<file path="config.mk">
export PLATFORM = sky130hd
export DESIGN_NAME = gpr_wb_arbiter_flat
export DESIGN_NICKNAME = d
export VERILOG_FILES = /design/src/rtl/gpr_wb_arbiter_if.sv /design/src/rtl/gpr_wb_arbiter.sv /design/src/flat_wrapper.sv
export SDC_FILE = /design/constraint.sdc
export NUM_CORES = 1
export LEC_CHECK = 0
export CAP_MARGIN = 20
export CORE_ASPECT_RATIO = 1.75
export CORE_MARGIN = 8
export CORE_UTILIZATION = 40
export DETAILED_ROUTE_END_ITERATION = 16
export PLACE_DENSITY = 0.87
export SYNTH_ARGS = -nofsm -noshare
export SYNTH_HDL_FRONTEND = slang
export SYNTH_SLANG_ARGS = --single-unit
</file>
<file path="constraint.sdc">
create_clock -name clk -period 5.9 [get_ports clk]
set_input_delay 0.59 -clock clk [delete_from_list [all_inputs] [get_ports clk]]
set_output_delay 0.59 -clock clk [all_outputs]
set_load 0.01 [all_outputs]
</file>
<file path="src/rtl/gpr_wb_arbiter_if.sv">
// ----------------------------------------------------------------------------
// gpr_wb_arbiter_if
//   Bundles the writeback request bus and the GPR write/flag port of
//   gpr_wb_arbiter.
//   slave  : arbiter view. Takes hold/req_* and drives req_ready, gpr_*,
//            pend_mask and grant_id.
//   master : environment view. Drives the requests and observes the results.
//   Request vectors are packed per requester. Slice i is
//   [i*AW +: AW] / [i*DW +: DW] / [i*2 +: 2].
// ----------------------------------------------------------------------------
interface gpr_wb_arbiter_if #(
    parameter int unsigned NREQ = 3,
    parameter int unsigned AW   = 5,
    parameter int unsigned DW   = 32
);
    logic                 hold;
    logic [NREQ-1:0]      req_valid;
    logic [NREQ-1:0]      req_we;
    logic [NREQ*AW-1:0]   req_addr;
    logic [NREQ*DW-1:0]   req_data;
    logic [NREQ*2-1:0]    req_flagop;
    logic [NREQ*DW-1:0]   req_nflag;
    logic [NREQ-1:0]      req_ready;
    logic                 gpr_we;
    logic [1:0]           gpr_flagop;
    logic [AW-1:0]        gpr_awr;
    logic [DW-1:0]        gpr_din;
    logic [DW-1:0]        gpr_nflag;
    logic [2**AW-1:0]     pend_mask;
    logic [1:0]           grant_id;

    modport slave (
        input  hold, req_valid, req_we, req_addr, req_data, req_flagop, req_nflag,
        output req_ready, gpr_we, gpr_flagop, gpr_awr, gpr_din, gpr_nflag,
               pend_mask, grant_id
    );

    modport master (
        output hold, req_valid, req_we, req_addr, req_data, req_flagop, req_nflag,
        input  req_ready, gpr_we, gpr_flagop, gpr_awr, gpr_din, gpr_nflag,
               pend_mask, grant_id
    );
endinterface

</file>
<file path="src/rtl/gpr_wb_arbiter.sv">
// ----------------------------------------------------------------------------
// gpr_wb_arbiter
//   Shares the single GPR write/flag port between NREQ writeback sources
//   (0 = MEM load, 1 = MDU, 2 = ALU). Each cycle it grants at most one
//   request. The granted payload is latched into a registered output stage
//   that drives the GPR WE/FlagOp/AWr/Din/NFlag inputs. pend_mask reports
//   every register that has a write requested or held in the output stage,
//   so issue logic can stall on RAW hazards.
//
// Ports
//   clk    : clock, rising edge
//   reset  : asynchronous, active-high
//   bus    : gpr_wb_arbiter_if.slave
//            hold       : grant nothing this cycle
//            req_*      : per-requester valid/we/addr/data/flagop/nflag
//            req_ready  : one-hot grant (combinational)
//            gpr_*      : registered GPR write port
//            pend_mask  : pending-write mask, bit 0 always 0
//            grant_id   : index of last accepted requester
//
// Configuration
//   WB_RR_EN defined   : round-robin arbitration starting at an internal
//                        pointer. After an accept the pointer moves to
//                        granted+1 mod NREQ.
//   WB_RR_EN undefined : fixed priority, where the lowest index wins.
//
// Flag op codes: 0 = DIS, 1 = SET (flag only), 2 = SET_AND_WR, 3 = reserved.
// ----------------------------------------------------------------------------
module gpr_wb_arbiter #(
    parameter int unsigned NREQ = 3,
    parameter int unsigned AW   = 5,
    parameter int unsigned DW   = 32
) (
    input  logic             clk,
    input  logic             reset,
    gpr_wb_arbiter_if.slave  bus
);
    localparam logic [1:0] FLAG_OP_DIS        = 2'd0;
    localparam logic [1:0] FLAG_OP_SET_AND_WR = 2'd2;

    logic [NREQ-1:0]  w_ready;
    logic             w_accept;
    logic [1:0]       w_gid;
    logic             w_we;
    logic [1:0]       w_flagop;
    logic [AW-1:0]    w_addr;
    logic [DW-1:0]    w_data;
    logic [DW-1:0]    w_nflag;
    logic             w_we_clean;
    logic [2**AW-1:0] w_pend;

    logic             r_we;
    logic [1:0]       r_flagop;
    logic [AW-1:0]    r_awr;
    logic [DW-1:0]    r_din;
    logic [DW-1:0]    r_nflag;
    logic [1:0]       r_gid;

`ifdef WB_RR_EN
    logic [1:0]       r_ptr;
    logic [2:0]       w_idx;
`endif

    // Grant selection. No grant is made while reset or hold is high.
    always_comb begin
        w_accept = 1'b0;
        w_gid    = '0;
`ifdef WB_RR_EN
        w_idx    = '0;
`endif
        if (!reset && !bus.hold) begin
`ifdef WB_RR_EN
            // Visit requesters in the order ptr, ptr+1, ... (mod NREQ).
            // The first valid requester found wins.
            for (int unsigned k = 0; k < NREQ; k++) begin
                w_idx = 3'(r_ptr) + 3'(k);
                if (w_idx >= 3'(NREQ))
                    w_idx = w_idx - 3'(NREQ);
                for (int unsigned i = 0; i < NREQ; i++) begin
                    if (!w_accept && (w_idx == 3'(i)) && bus.req_valid[i]) begin
                        w_accept = 1'b1;
                        w_gid    = 2'(i);
                    end
                end
            end
`else
            for (int unsigned i = 0; i < NREQ; i++) begin
                if (!w_accept && bus.req_valid[i]) begin
                    w_accept = 1'b1;
                    w_gid    = 2'(i);
                end
            end
`endif
        end
    end

    // One-hot ready and payload mux for the granted requester.
    always_comb begin
        w_ready  = '0;
        w_we     = bus.req_we[0];
        w_addr   = bus.req_addr[0 +: AW];
        w_data   = bus.req_data[0 +: DW];
        w_flagop = bus.req_flagop[0 +: 2];
        w_nflag  = bus.req_nflag[0 +: DW];
        for (int unsigned i = 0; i < NREQ; i++) begin
            if (w_gid == 2'(i)) begin
                w_ready[i] = w_accept;
                w_we       = bus.req_we[i];
                w_addr     = bus.req_addr[i*AW +: AW];
                w_data     = bus.req_data[i*DW +: DW];
                w_flagop   = bus.req_flagop[i*2 +: 2];
                w_nflag    = bus.req_nflag[i*DW +: DW];
            end
        end
    end

    // Suppress writes to r0 and writes under flag-only or reserved flag ops.
    assign w_we_clean = w_we && (w_addr != '0) &&
                        ((w_flagop == FLAG_OP_DIS) || (w_flagop == FLAG_OP_SET_AND_WR));

    // Registered output stage. When nothing is accepted, the stage goes idle
    // but the addr/data fields keep their last values.
    always_ff @(posedge clk or posedge reset) begin
        if (reset) begin
            r_we     <= 1'b0;
            r_flagop <= FLAG_OP_DIS;
            r_awr    <= '0;
            r_din    <= '0;
            r_nflag  <= '0;
            r_gid    <= '0;
        end else if (w_accept) begin
            r_we     <= w_we_clean;
            r_flagop <= w_flagop;
            r_awr    <= w_addr;
            r_din    <= w_data;
            r_nflag  <= w_nflag;
            r_gid    <= w_gid;
        end else begin
            r_we     <= 1'b0;
            r_flagop <= FLAG_OP_DIS;
        end
    end

`ifdef WB_RR_EN
    always_ff @(posedge clk or posedge reset) begin
        if (reset)
            r_ptr <= '0;
        else if (w_accept)
            r_ptr <= (w_gid == 2'(NREQ - 1)) ? 2'd0 : w_gid + 2'd1;
    end
`endif

    // Pending-write mask. The request terms are gated by reset so the mask
    // reads clear while the block is held in reset.
    always_comb begin
        w_pend = '0;
        if (!reset) begin
            for (int unsigned i = 0; i < NREQ; i++) begin
                if (bus.req_valid[i] && bus.req_we[i])
                    w_pend[bus.req_addr[i*AW +: AW]] = 1'b1;
            end
        end
        if (r_we)
            w_pend[r_awr] = 1'b1;
        w_pend[0] = 1'b0;
    end

    assign bus.req_ready  = w_ready;
    assign bus.gpr_we     = r_we;
    assign bus.gpr_flagop = r_flagop;
    assign bus.gpr_awr    = r_awr;
    assign bus.gpr_din    = r_din;
    assign bus.gpr_nflag  = r_nflag;
    assign bus.pend_mask  = w_pend;
    assign bus.grant_id   = r_gid;
endmodule

</file>
<file path="src/flat_wrapper.sv">
// flat-port wrapper written by rule: the top's interface ports become plain ports
module gpr_wb_arbiter_flat 
#(
    parameter int unsigned NREQ = 3,
    parameter int unsigned AW   = 5,
    parameter int unsigned DW   = 32
)
  (clk, reset, bus_hold, bus_req_valid, bus_req_we, bus_req_addr, bus_req_data, bus_req_flagop, bus_req_nflag, bus_req_ready, bus_gpr_we, bus_gpr_flagop, bus_gpr_awr, bus_gpr_din, bus_gpr_nflag, bus_pend_mask, bus_grant_id);
  gpr_wb_arbiter_if #(.NREQ(NREQ), .AW(AW), .DW(DW)) bus_i ();
  input  logic clk;
  input  logic reset;
  input wire logic [$bits(bus_i.hold)-1:0] bus_hold;
  input wire logic [$bits(bus_i.req_valid)-1:0] bus_req_valid;
  input wire logic [$bits(bus_i.req_we)-1:0] bus_req_we;
  input wire logic [$bits(bus_i.req_addr)-1:0] bus_req_addr;
  input wire logic [$bits(bus_i.req_data)-1:0] bus_req_data;
  input wire logic [$bits(bus_i.req_flagop)-1:0] bus_req_flagop;
  input wire logic [$bits(bus_i.req_nflag)-1:0] bus_req_nflag;
  output wire logic [$bits(bus_i.req_ready)-1:0] bus_req_ready;
  output wire logic [$bits(bus_i.gpr_we)-1:0] bus_gpr_we;
  output wire logic [$bits(bus_i.gpr_flagop)-1:0] bus_gpr_flagop;
  output wire logic [$bits(bus_i.gpr_awr)-1:0] bus_gpr_awr;
  output wire logic [$bits(bus_i.gpr_din)-1:0] bus_gpr_din;
  output wire logic [$bits(bus_i.gpr_nflag)-1:0] bus_gpr_nflag;
  output wire logic [$bits(bus_i.pend_mask)-1:0] bus_pend_mask;
  output wire logic [$bits(bus_i.grant_id)-1:0] bus_grant_id;
  assign bus_i.hold = bus_hold;
  assign bus_i.req_valid = bus_req_valid;
  assign bus_i.req_we = bus_req_we;
  assign bus_i.req_addr = bus_req_addr;
  assign bus_i.req_data = bus_req_data;
  assign bus_i.req_flagop = bus_req_flagop;
  assign bus_i.req_nflag = bus_req_nflag;
  assign bus_req_ready = bus_i.req_ready;
  assign bus_gpr_we = bus_i.gpr_we;
  assign bus_gpr_flagop = bus_i.gpr_flagop;
  assign bus_gpr_awr = bus_i.gpr_awr;
  assign bus_gpr_din = bus_i.gpr_din;
  assign bus_gpr_nflag = bus_i.gpr_nflag;
  assign bus_pend_mask = bus_i.pend_mask;
  assign bus_grant_id = bus_i.grant_id;
  gpr_wb_arbiter #(.NREQ(NREQ), .AW(AW), .DW(DW)) u_core (.clk(clk), .reset(reset), .bus(bus_i));
endmodule
</file>
==> qor.yml <==
worstMarginPinSlew_ns: 1.04
path_clk_slew_ns: 0.05
ys_ff_latch: 74
area_delta_synth_final_pct: 69.3
die_y_um: 166
fill_cells: 1092
fin_hold_ws_ns: 0.480
grt_pass1_wl_um: 34500
ant_nets: 0
critPathKind: "in2out"
cts-resized-gates: 0
worst_clock_skew_ns: 0
pwr-share-seq: 0.363
maxCapViolCount: 0
fin_nets: 1188
groute.layer.met3.usage: 0.0681
yosysMostFrequentCell: "nor2_1"
cts_buffers: 9
powerDensity_nw_per_um2: 201
ys_seq_area_frac: 0.358
place.gp.congestion: 1.02
cts_setup_buffers: 0
n_antenna_cell: 0
die_w_um: 102
max_freq_mhz: 260
endpoint_kind: "output port"
ir_drop_mv: 0.129
syn_nets: 899
cp_common_cell: "clkdlybuf4s50_1"
clockPowerShare: 0.299
layout-drive-gt1-share: 0.0257
pwr-share-comb: 0.339
rows: 55
pre_cts_ws_ns: 2.03
fin_setup_tns_ns: 0
swShare: 0.292
synth_top_cell_area_share: 0.358
placedCellCount: 1125
synth_edf_count: 0
cts_tree: "yes"
min_period_ns: 3.84
final_area_um2: 8760
use_met1: 0.277
firstDrtPassIters: 6
cts_sinks: 74
io_pins: 331
rsz0062_at_grt: "false"
dieArea_um2: 17000
leakage_nw: 3.31
yosys-top-cells-count: "nor2_1 (112), o21ai_1 (83), nand2_1 (80)"
postPlaceCellArea_um2: 8460
synth-warning-count: 0
cp-start-kind: "input port"
arrival_ns: 3.25
hold_viol_final: 0
fin_crit_sh: 0.652
layout.cells.non_filler: 1142
ctsHoldBuffers: 0
grt_max_degree: 94
wirelength_um: 22800
grt_pass1_vias: 6317
synth_flop_cell: "dfrtp_1"
grt_usage: 0.263
async_flop_share: 1.00
clock-root-buffer: "clkbuf_16"
drc: 0
top_usage_layer: "met2"
detail_route.wl_per_cell_um: 19.9
slew_violations: 0
clock_latency_ns: 0.32
max_slew_margin: 0.304
cp_cell_sequence: "clkdlybuf4s50_1 -> nor2_2 -> nand3_1 -> inv_4 -> clkdlybuf4s50_1"
post-dp-hpwl_um: 18300
first_iter_violations: 329
grt.met2_usage: 0.462
vias: 6197
io_buffers: 329
switchingPower_uw: 514
htreeDepth: 3
yosysTopAreaCell: "dfrtp_1"
synth.avg_cell_area_um2: 7.65
gr-total-overflow: 0
setup_violations: 0
synth.cell_area_um2: 5180
crit_slowest_cell: "clkdlybuf4s50_1"
cp_slowest_stage_delay_ns: 0.73
cp.buffers_inverters: 3
synthTopCellsByArea: "dfrtp_1 (36%), mux2i_1 (13%), nor2_1 (8.1%)"
required_ns: 5.31
status: "finished, final reports clean"
start_util: 0.404
antenna_found_initial: 0
intPower_mw: 1.25
yosysUniqueCellTypes: 38
cp_max_fo: 59
min_path_type: "reg2reg"
crit_family: "buffers and inverters"
synthCells: 677
viasPerCell: 5.43
fp.coreArea_um2: 12800
cts_buffer_depth: 2
worst_slack_ns: 2.06
==> tightest hold or removal path, stage by stage, from the launching register on <==
cell and delay [ns]:
dfrtp_1 0.34, nand2_1 0.05, o21ai_1 0.06
==> power by group through the flow <==
stage               logic (mW)  clock network (mW)  registers (mW)
global placement         0.590                   0           0.643
detailed placement       0.598                   0           0.646
finish                   0.597               0.526           0.639
floorplan                0.187                   0           0.668
CTS                      0.600               0.539           0.638
global route             0.643               0.562           0.648
==> final timing paths <==
kind / start / endpoint / slack, ns / cells after the start
hold / removal: u_core.bus.gpr_nflag[15]$_DFFE_PP0P_ / u_core.bus.gpr_nflag[15]$_DFFE_PP0P_ / 0.48 / 2
hold reg to reg: u_core.bus.gpr_nflag[15]$_DFFE_PP0P_ / u_core.bus.gpr_nflag[15]$_DFFE_PP0P_ / 0.48 / 2
min in group asynchronous: reset / u_core.bus.gpr_nflag[6]$_DFFE_PP0P_ / 1.18 / 2
setup / recovery: reset / bus_req_ready[2] / 2.06 / 5
max in group asynchronous: reset / u_core.bus.gpr_din[4]$_DFFE_PP0P_ / 3.68 / 3
setup reg to reg: u_core.bus.gpr_awr[3]$_DFFE_PP0P_ / u_core.bus.gpr_awr[3]$_DFFE_PP0P_ / 5.03 / 2
==> cell families (layout without fill, tap and decap cells) <==
logic type,Yosys count,in the layout,share of synthesized area
simple gates,245,245,0.214
other cells,1,1,0.000724
buf+inv,59,353,0.0554
mux,66,66,0.128
flops,74,74,0.358
compound gates,232,232,0.244
==> final cells by class <==
type	count	area (um2)	share of cell area
Timing Repair Buffer	334	3360	0.383
Sequential cell	74	1850	0.211
Multi-Input combinational cell	544	3050	0.348
Clock inverter	3	40.0	0.00457
Tap cell	171	214	0.0244
Clock buffer	13	240	0.0274
Inverter	3	15.0	0.00171
==> registers in the layout, summed over array words and instances, names as in the netlist <==
name	cells
u_core.bus.gpr_flagop	2
u_core.bus.gpr_we	1
u_core.bus.grant_id	2
u_core.bus.gpr_din	32
u_core.bus.gpr_awr	5
u_core.bus.gpr_nflag	32
==> metrics by stage <==
stage | utilization | total power [mW]
finish | 0.685 | 1.76
global route | 0.685 | 1.85
CTS | 0.683 | 1.78
detailed placement | 0.661 | 1.24
global placement | 0.661 | 1.23
floorplan | - | 0.855
==> placed cells by master, fill, tap and decap left out, types with 6 or more instances in the layout <==
cell | netlist | final
o21ai_1 | 83 | 83
dfrtp_1 | 74 | 74
nand3b_1 | 15 | 15
mux2i_1 | 65 | 65
nor2_1 | 112 | 112
and2_1 | 6 | 6
clkbuf_16 | 0 | 9
a21oi_1 | 67 | 67
o21ai_0 | 28 | 28
nand2_1 | 80 | 80
clkdlybuf4s50_1 | 0 | 329
or3_1 | 6 | 6
o22ai_1 | 41 | 41
nand4b_1 | 6 | 6
nand3_1 | 7 | 7
==> layer usage <==
metal  wire length [um]  part of all wire
met2              11800              0.52
met3               1980             0.087
met5                  0                 0
met1               7900              0.35
met4               1090             0.048
Note: power is estimated with default switching activity, not from simulation.
